--- config.mk ---
export PLATFORM = sky130hd
export DESIGN_NAME = ts_failover_selector
export DESIGN_NICKNAME = d
export VERILOG_FILES = /design/src/rtl/ts_failover_selector_pkg.sv /design/src/rtl/ts_failover_selector_health.sv /design/src/rtl/ts_failover_selector.sv
export SDC_FILE = /design/constraint.sdc
export NUM_CORES = 1
export LEC_CHECK = 0
export CORE_ASPECT_RATIO = 1.2
export CORE_MARGIN = 2
export CORE_UTILIZATION = 50
export DETAILED_ROUTE_END_ITERATION = 8
export DONT_BUFFER_PORTS = 1
export HOLD_SLACK_MARGIN = 0.12
export PLACE_DENSITY = 0.67
export SLEW_MARGIN = 30
export SYNTH_ARGS = -nofsm -noshare
export SYNTH_HDL_FRONTEND = slang
export SYNTH_HIERARCHICAL = 1
export SYNTH_SLANG_ARGS = --single-unit
--- constraint.sdc ---
create_clock -name clk -period 2.85 [get_ports clk]
set_input_delay 0.4275 -clock clk [delete_from_list [all_inputs] [get_ports clk]]
set_output_delay 0.4275 -clock clk [all_outputs]
set_load 0.01 [all_outputs]
--- src/rtl/ts_failover_selector_pkg.sv ---
// Shared types and helpers for the TS failover selector: FSM states and
// the priority-list resolver used to pick the best healthy channel.
package ts_failover_selector_pkg;

   typedef enum logic [1:0] {
      SEARCH  = 2'd0,
      LOCKED  = 2'd1,
      PENDING = 2'd2
   } sel_state_t;

   localparam logic [7:0] SYNC_BYTE  = 8'h47;
   localparam int         TS_PKT_LEN = 188;

   typedef struct packed {
      logic       found;
      logic [4:0] rank;
      logic [3:0] ch;
   } best_t;

   // Lists are zero-extended to 16 channels x 4 bits; scanning from the
   // bottom rank upwards leaves the lowest healthy rank as the result.
   function automatic best_t best_rank(input logic [63:0] prio,
                                       input logic [15:0] healthy,
                                       input int num_ch,
                                       input int ch_w);
      best_t      b;
      logic [3:0] c;
      b = '0;
      for (int r = 15; r >= 0; r--) begin
         if (r < num_ch) begin
            c = 4'((prio >> (r * ch_w)) & ((64'd1 << ch_w) - 64'd1));
            if (healthy[c]) begin
               b.found = 1'b1;
               b.rank  = 5'(r);
               b.ch    = c;
            end
         end
      end
      return b;
   endfunction

   // First-occurrence rank of a channel; 16 means it is not in the list.
   function automatic logic [4:0] rank_of(input logic [63:0] prio,
                                          input logic [3:0] ch,
                                          input int num_ch,
                                          input int ch_w);
      logic [4:0] rk;
      rk = 5'd16;
      for (int r = 15; r >= 0; r--) begin
         if (r < num_ch) begin
            if (4'((prio >> (r * ch_w)) & ((64'd1 << ch_w) - 64'd1)) == ch)
               rk = 5'(r);
         end
      end
      return rk;
   endfunction

endpackage

--- src/rtl/ts_failover_selector_health.sv ---
// Per-channel health tracker: holdoff quarantine timer, healthy flag and a
// saturating error counter.
module ts_ch_health
   import ts_failover_selector_pkg::*;
#(
   parameter int TIMER_W  = 20,
   parameter int ERRCNT_W = 8
) (
   input  logic                clk,
   input  logic                rst,
   input  logic                present,
   input  logic                err,
   input  logic                err_clear,
   input  logic [TIMER_W-1:0]  holdoff,
   output logic                healthy,
   output logic [ERRCNT_W-1:0] err_count
);

   logic [TIMER_W-1:0] timer;

   // A bad cycle restarts the quarantine; healthy rises the cycle after the
   // timer has drained, so holdoff=0 gives a plain one-cycle registered view.
   always_ff @(posedge clk) begin
      if (rst) begin
         timer   <= holdoff;
         healthy <= 1'b0;
      end else if (err || !present) begin
         timer   <= holdoff;
         healthy <= 1'b0;
      end else if (timer != '0) begin
         timer <= timer - 1'b1;
      end else begin
         healthy <= 1'b1;
      end
   end

   always_ff @(posedge clk) begin
      if (rst || err_clear)
         err_count <= '0;
      else if (err && !(&err_count))
         err_count <= err_count + 1'b1;
   end

endmodule

--- src/rtl/ts_failover_selector.sv ---
// Chooses which TS input drives the output mux, failing over between
// channels only on output packet boundaries (or after a bounded wait).
module ts_failover_selector
   import ts_failover_selector_pkg::*;
#(
   parameter int NUM_CH   = 4,
   parameter int TIMER_W  = 20,
   parameter int ERRCNT_W = 8,
   parameter int PEND_MAX = 1024,
   localparam int CH_W    = $clog2(NUM_CH)
) (
   input  logic                       clk,
   input  logic                       rst,
   input  logic [NUM_CH-1:0]          ch_present,
   input  logic [NUM_CH-1:0]          ch_err,
   input  logic                       pkt_boundary,
   input  logic                       cfg_fallback_en,
   input  logic                       cfg_manual_en,
   input  logic [CH_W-1:0]            cfg_manual_ch,
   input  logic                       cfg_revert_en,
   input  logic [NUM_CH*CH_W-1:0]     cfg_priority,
   input  logic [TIMER_W-1:0]         cfg_holdoff,
   input  logic                       cfg_err_clear,
   output logic [CH_W-1:0]            active_ch,
   output logic                       out_enable,
   output logic                       switch_evt,
   output logic [NUM_CH-1:0]          ch_healthy,
   output logic [NUM_CH*ERRCNT_W-1:0] err_count,
   output logic [1:0]                 sel_state
);

   localparam int PEND_W = $clog2(PEND_MAX);
   localparam logic [PEND_W-1:0] PEND_LAST = PEND_W'(PEND_MAX - 1);

   sel_state_t        state;
   logic [PEND_W-1:0] pend_cnt;
   logic [63:0]       prio_ext;
   logic [15:0]       healthy_ext;
   best_t             best;
   logic [CH_W-1:0]   best_ch;
   logic [4:0]        active_rank;
   logic              active_healthy;
   logic              auto_fail;
   logic              need_switch;
   logic [CH_W-1:0]   target;

   for (genvar i = 0; i < NUM_CH; i++) begin : g_health
      ts_ch_health #(
         .TIMER_W  (TIMER_W),
         .ERRCNT_W (ERRCNT_W)
      ) u_health (
         .clk       (clk),
         .rst       (rst),
         .present   (ch_present[i]),
         .err       (ch_err[i]),
         .err_clear (cfg_err_clear),
         .holdoff   (cfg_holdoff),
         .healthy   (ch_healthy[i]),
         .err_count (err_count[i*ERRCNT_W +: ERRCNT_W])
      );
   end

   assign prio_ext       = 64'(cfg_priority);
   assign healthy_ext    = 16'(ch_healthy);
   assign best           = best_rank(prio_ext, healthy_ext, NUM_CH, CH_W);
   assign best_ch        = best.ch[CH_W-1:0];
   assign active_rank    = rank_of(prio_ext, 4'(active_ch), NUM_CH, CH_W);
   assign active_healthy = healthy_ext[4'(active_ch)];
   assign auto_fail      = !cfg_manual_en && cfg_fallback_en && !active_healthy;

   // A locked selector only moves when manual asks for another channel or
   // auto failover/revert finds a better healthy one.
   always_comb begin
      target      = active_ch;
      need_switch = 1'b0;
      if (cfg_manual_en) begin
         target      = cfg_manual_ch;
         need_switch = (cfg_manual_ch != active_ch);
      end else if (cfg_fallback_en && best.found) begin
         target      = best_ch;
         need_switch = !active_healthy ||
                       (cfg_revert_en && (best.rank < active_rank));
      end
   end

   assign sel_state = state;

   always_ff @(posedge clk) begin
      if (rst) begin
         state      <= SEARCH;
         active_ch  <= cfg_priority[CH_W-1:0];
         out_enable <= 1'b0;
         switch_evt <= 1'b0;
         pend_cnt   <= '0;
      end else begin
         switch_evt <= 1'b0;
         case (state)
            SEARCH: begin
               if (cfg_manual_en || best.found) begin
                  active_ch  <= target;
                  switch_evt <= (target != active_ch);
                  state      <= LOCKED;
                  out_enable <= 1'b1;
               end
            end
            LOCKED: begin
               if (auto_fail && !best.found) begin
                  state      <= SEARCH;
                  out_enable <= 1'b0;
               end else if (need_switch) begin
                  if (pkt_boundary) begin
                     active_ch  <= target;
                     switch_evt <= 1'b1;
                  end else begin
                     state    <= PENDING;
                     pend_cnt <= '0;
                  end
               end
            end
            PENDING: begin
               if (!cfg_manual_en && cfg_fallback_en && !best.found) begin
                  state      <= SEARCH;
                  out_enable <= 1'b0;
               end else if (target == active_ch) begin
                  state <= LOCKED;
               end else if (pkt_boundary || pend_cnt == PEND_LAST) begin
                  active_ch  <= target;
                  switch_evt <= 1'b1;
                  state      <= LOCKED;
               end else begin
                  pend_cnt <= pend_cnt + 1'b1;
               end
            end
            default: begin
               state      <= SEARCH;
               out_enable <= 1'b0;
            end
         endcase
      end
   end

endmodule
# Yosys cells after proc, flatten, opt, wreduce, memory -nomap -nowiden

Index checks and enable logic that the tools add are counted.

Register bits: 132
Output and inout port bits: 42
Word-level logic and storage cells: 183

Add/sub/neg operators: 9
Magnitude comparators: 6
Equal/unequal tests: 29
Muxes and demuxes: 70
Reductions and logical operators: 52

Operator list:

| cell                                                                          | count |
|---|---|
| 20-bit 2-to-1 mux                                                             | 12 |
| 10-bit 2-to-1 mux                                                             | 10 |
| 20-bit nonzero test                                                           | 4 |
| 20-bit by 1-bit subtractor with 20-bit output (second input constant)         | 4 |
| 8-bit AND reduction                                                           | 5 |
| 2-bit 2-to-1 mux                                                              | 17 |
| 8-bit by 1-bit adder with 8-bit output (second input constant)                | 4 |
| 3-bit != test (second input constant)                                         | 9 |
| 2-bit by 5-bit less-than comparator with 1-bit output (second input constant) | 5 |
| 5-bit 2-to-1 mux                                                              | 4 |
| 10-bit one-hot mux with 2 select lines                                        | 1 |
| 2-bit != test (second input constant)                                         | 9 |
| 1-bit 2-to-1 mux                                                              | 17 |
| 2-bit one-hot mux with 3 select lines                                         | 2 |
| 3-bit nonzero test                                                            | 4 |
| 1-bit logical NOT                                                             | 11 |
| 10-bit by 1-bit adder with 10-bit output (second input constant)              | 1 |
| 1-bit binary-select mux with 2-bit select                                     | 5 |
| 10-bit equality test (second input constant)                                  | 1 |
| 2-bit equality test                                                           | 5 |
| 1-bit logical AND                                                             | 10 |
| 1-bit logical OR                                                              | 8 |
| 2-bit OR reduction                                                            | 4 |
| 7-bit AND reduction                                                           | 1 |
| other kinds (11)                                                              | 13 |

# Logic depth before layout (Yosys ltp)

Word-level depth: 15
Mapped depth: 13
Mapped depth without buffers: 12

# Hierarchy

The synthesis kept the hierarchy.

Modules (own cells, without submodules):

| module                                  | times used | cells each | area each (µm²) | sequential area each (µm²) |
|---|---|---|---|---|
| ts_ch_health (g_health[1].u_health ...) | 3          | 178        | 1,730.4         | 780.7 |
| ts_ch_health (g_health[0].u_health)     | 1          | 179        | 1,709.1         | 780.7 |
| ts_failover_selector                    | 1          | 192        | 1,564.0         | 340.3 |

# Worst setup path after synthesis

OpenSTA, ideal clock, no wires.

Path type: input -> register
Start: input cfg_priority[0]
End: register pend_cnt[9]
Arrival time: 2.902 ns
Slack: -0.175 ns
Stages: 13
Cells stage by stage: buf_6 > mux4_2 > or2_1 > nor2_1 > ha_1 > o211ai_1 > a21oi_1 > o21ai_1 > nand3_1 > or3_1 > o211a_4 > o21ai_1 > o31ai_2

Longest elaborated chain between the ends: 10
Elaborated cells between the ends (all ways): 22

RTL lines:

| element                                   | line                           | text |
|---|---|---|
| from (decl)                               | ts_failover_selector.sv:21     | `input logic [NUM_CH*CH_W-1:0] cfg_priority,` |
| 1-bit binary-select mux with 2-bit select | ts_failover_selector_pkg.sv:32 | `if (healthy[c]) begin` |
| 1-bit 2-to-1 mux (implied by the code)    | ts_failover_selector_pkg.sv:32 |  |
| 10-bit 2-to-1 mux                         | ts_failover_selector_pkg.sv:32 |  |
| 5-bit less-than comparator                | ts_failover_selector.sv:82     | `(cfg_revert_en && (best.rank < active_rank));` |
| 1-bit logical AND                         | ts_failover_selector.sv:82     |  |
| 1-bit logical OR                          | ts_failover_selector.sv:81     | `need_switch = !active_healthy \|\|` |
| 1-bit 2-to-1 mux                          | ts_failover_selector.sv:79     | `end else if (cfg_fallback_en && best.found) begin` |
| 1-bit 2-to-1 mux                          | ts_failover_selector.sv:76     | `if (cfg_manual_en) begin` |
| 2-bit != test (no line)                   | n/a                            |  |
| 7-bit AND reduction (no line) *           | n/a                            |  |
| to (signal assigned)                      | ts_failover_selector.sv:131    | `pend_cnt <= pend_cnt + 1'b1;` |
| to (decl)                                 | ts_failover_selector.sv:36     | `logic [PEND_W-1:0] pend_cnt;` |

Every way passes the cells marked *; elsewhere a longest branch is shown, timed or not. The select of a mux whose other input is x is not followed.
A chain may end at the register's enable or synchronous reset.

# Worst setup path in the final report

Start: register g_health[0].u_health.healthy
End: register pend_cnt[4]

Longest elaborated chain between the ends: 13
Elaborated cells between the ends (all ways): 33

RTL lines:

| element                                   | line                              | text |
|---|---|---|
| from (decl)                               | ts_failover_selector_health.sv:15 | `output logic healthy,` |
| from (signal assigned)                    | ts_failover_selector_health.sv:26 | `healthy <= 1'b0;` |
| from (signal assigned)                    | ts_failover_selector_health.sv:29 | `healthy <= 1'b0;` |
| from (signal assigned)                    | ts_failover_selector_health.sv:33 | `healthy <= 1'b1;` |
| 1-bit binary-select mux with 2-bit select | ts_failover_selector_pkg.sv:32    |  |
| 1-bit 2-to-1 mux (implied by the code)    | ts_failover_selector_pkg.sv:32    |  |
| 10-bit 2-to-1 mux (4 in series)           | ts_failover_selector_pkg.sv:32    |  |
| 5-bit less-than comparator                | ts_failover_selector.sv:82        |  |
| 1-bit logical AND                         | ts_failover_selector.sv:82        |  |
| 1-bit logical OR                          | ts_failover_selector.sv:81        |  |
| 1-bit 2-to-1 mux                          | ts_failover_selector.sv:79        |  |
| 1-bit 2-to-1 mux                          | ts_failover_selector.sv:76        |  |
| 2-bit != test (no line)                   | n/a                               |  |
| 7-bit AND reduction (no line) *           | n/a                               |  |

Marks and branches as above.

==> out/results.ini <==
[synth]
synth_async_sr_flop_share_pct=0
avgSynthCellArea_um2=9.35
synth_ff_type=edfxtp_1
yosysWarnings=6
synth_area_mm2=0.00846
synth-seq-area-share_pct=40.9
syn_inst=905
synth.distinct_cells=73
synth-edff-count=82
ys_ff_latch=132
syn-num-nets=964

[global_route]
antenna_found_initial=0
grt_first_pass_wirelength_um=32700
met1_usage_pct=30.5
overflow=0
grtUsageTotal_pct=23.2
grt_max_degree=24
top_usage_layer=met2
grt.met3_usage_pct=5.82
grt_pass1_vias=6670
met2_usage_pct=37.7

[clocking]
cts_root_buf=clkbuf_16
clk_pin_slew_ns=0.05
cts_buffers=17
clock_sinks=132
postCtsSetupBuffers=0
clkLatencyLatePin_ns=0.42
cts_buffer_depth=2
htree_levels=4
cts_tree=done

[sta]
rsz0062_at_grt=true
fin_crit_ns=2.81
relSlewSlack_pct=33.9
period_share_pct=98.5
hold_slack_ns=0.203
setup_viol=0
skew_ns=0.00654
fin_ws_ns=0.0436
slew_violations=0
final_hold_viol_count=0
tightestPinTransition_ns=0.992
fmax_mhz=356

[worst_setup_path]
crit_type=flip-flop to flip-flop
r2r-start=g_health[0].u_health/healthy$_SDFFE_PP0N_
critPathTopFamily=simple AND/OR/NAND/NOR gates
crit_fanout=8
critPathBufInv=0
cpMostUsedCell=o21ai_1
cpPeakStageDelay_ns=0.46
cp_slowest_cell=mux4_2
start_kind=flip-flop
worstPathRequired_ns=3.14
end_kind=flip-flop
cp-startpoint=g_health[0].u_health/healthy$_SDFFE_PP0N_
cp_cell_sequence=mux4_2 -> or2_1 -> nor2_1 -> ha_1 -> o211ai_1 -> a21oi_1 -> o21ai_1 -> nand3_1 -> or3_4 -> o211a_4 -> o21ai_1 -> o21ai_1
worstPathArrival_ns=3.10
r2r_end=pend_cnt[4]$_SDFFE_PP0P_
ff2ff_setup_slack_ns=0.04
r2r_cells=12

[route]
ant_nets=0
wire_per_inst_um=17.7
drt_wl_total_um=20400
drt_pass1_iterations=5
vias=6873
vias_per_cell=5.97
drt_iter0_markers=369
drc=0

[floorplan]
io-pin-count=87
core_area_mm2=0.0167
die_h_um=147
start_util_pct=50.6
rows=52
dieArea_mm2=0.0180
fp.dieW_um=123

[min_path]
min_from=cfg_holdoff[15]
hold_class=input port to flip-flop
hold_depth=2
min_to=g_health[2].u_health/timer[15]$_DFFE_PP_

[cells_and_area]
nFillCells=1453
n_antenna_cell=0
final_common_cell=nand2_1
final_nets=982
drive_gt1_share_pct=14.1
final_cell_mix=nand2_1 (140), edfxtp_1 (82), nor2_1 (68), o21ai_1 (68), xor2_1 (50)
syn_to_final_growth_pct=11.6

[placed_design]
io_buffers=0
hpwl_um=14300
preCtsSetupSlack_ns=-0.0709
place_congestion=0.846

[power]
irDropWorstVdd_uv=388
p_leak_nw=3.54
power.density_mw_per_mm2=515

[run_status]
status=completed

[run]
maxCapViolations=0

cell type report:
| type | instances | area (um2) | share of cell area, % |
|---|---|---|---|
| Clock inverter | 6 | 36.3 | 0.384 |
| Clock buffer | 26 | 543 | 5.75 |
| Multi-Input combinational cell | 718 | 4780 | 50.6 |
| Inverter | 19 | 72.6 | 0.768 |
| Sequential cell | 132 | 3470 | 36.7 |
| Tap cell | 216 | 270 | 2.86 |
| Timing Repair Buffer | 35 | 275 | 2.91 |
cells in the mapped netlist (5+ instances only):
master,number,area [um2]
a21oi_1,21,105
a311oi_1,5,43.8
a31oi_1,12,75.1
and2_1,7,43.8
and3_1,13,81.3
buf_2,11,55.1
clkbuf_1,21,78.8
dfxtp_1,50,1000
edfxtp_1,82,2460
ha_1,14,175
inv_1,18,67.6
mux2_2,7,78.8
mux2i_1,17,170
mux4_2,5,113
nand2_1,140,526
nand2b_1,9,56.3
nand3_1,25,125
nand4_1,18,113
nand4b_1,8,70.1
nor2_1,69,259
nor3_1,25,125
nor3_2,7,70.1
nor3b_1,5,37.5
nor3b_2,8,100
nor4_1,8,50.1
o211ai_1,11,82.6
o21ai_0,22,110
o21ai_1,73,365
o31ai_1,6,45.0
or3_1,7,43.8
or3b_1,9,78.8
or4_1,13,97.6
xnor2_1,26,228
xor2_1,50,438
power breakdown:
| part | internal (mW) | total, mW | switching [mW] |
|---|---|---|---|
| clock | 1.31 | 2.11 | 0.801 |
| combinational | 0.212 | 0.448 | 0.236 |
| sequential | 2.15 | 2.30 | 0.154 |
| total | 3.68 | 4.87 | 1.19 |
worst register-to-register path, delay by kind of cell (launching register included):
| kind | cells | cell delay (ns) |
|---|---|---|
| compound gates | 6 | 0.71 |
| simple gates | 4 | 0.91 |
| flops | 1 | 0.37 |
| fa+ha+maj | 1 | 0.24 |
| mux | 1 | 0.47 |
sequential cells by signal (all words and copies together) (netlist names):
register	flops
sel_state	2
active_ch	2
g_health.u_health/err_count	32
out_enable	1
g_health.u_health/healthy	4
switch_evt	1
pend_cnt	10
g_health.u_health/timer	80
how the worst max path moves through the flow:
| stage | endpoint | slack (ns) | depth (start not counted) |
|---|---|---|---|
| floorplan | pend_cnt[9]$_SDFFE_PP0P_ | -0.09 | 13 |
| global placement | pend_cnt[2]$_SDFFE_PP0P_ | -0.04 | 12 |
| detailed placement | pend_cnt[4]$_SDFFE_PP0P_ | -0.07 | 12 |
| CTS | pend_cnt[4]$_SDFFE_PP0P_ | 0.0004 | 12 |
| global route | pend_cnt[9]$_SDFFE_PP0P_ | -0.09 | 12 |
| finish | pend_cnt[4]$_SDFFE_PP0P_ | 0.04 | 12 |
per-layer routing:
layer | routed length (um) | vias up | share of wire, %
met5 | 0 | - | 0
met3 | 1410 | 20 | 6.9
met1 | 8890 | 3243 | 44
li1 | - | 3395 | -
met4 | 293 | 0 | 1.4
met2 | 9770 | 215 | 48
repair_timing:
action	4_1_cts	5_1_grt
pin swaps	0	11
resized for setup	2	7
hold buffers	5	0
endpoints found under the setup margin	3	10
hold endpoints to repair	7	0
through the flow:
| stage | cells | TNS [ns] | utilization (%) | instance area [um2] | total power, mW |
|---|---|---|---|---|---|
| after floorplan | 905 | -0.730 | - | 8480 | 2.69 |
| after global placement | 1115 | -0.261 | 52.6 | 8800 | 2.76 |
| after detailed placement | 1115 | -0.495 | 52.6 | 8800 | 2.78 |
| after CTS | 1152 | 0 | 56.4 | 9430 | 4.91 |
| after global routing | 1152 | -0.618 | 56.5 | 9450 | 5.07 |
| final | 1152 | 0 | 56.5 | 9450 | 4.87 |
cells by family (layout without fill, tap and decap cells):
kind of cell	Yosys count	count (layout)	synth area share, %
AO/OA/AOI/OAI	185	185	13.8
AND/OR/NAND/NOR	410	410	27.4
buffers and inverters	55	86	2.93
flip-flops	132	132	40.9
XOR/XNOR	76	76	7.86
adder cells (fa/ha/maj)	14	14	2.07
multiplexers	33	33	4.98
Power figures use the tool's default switching activity.
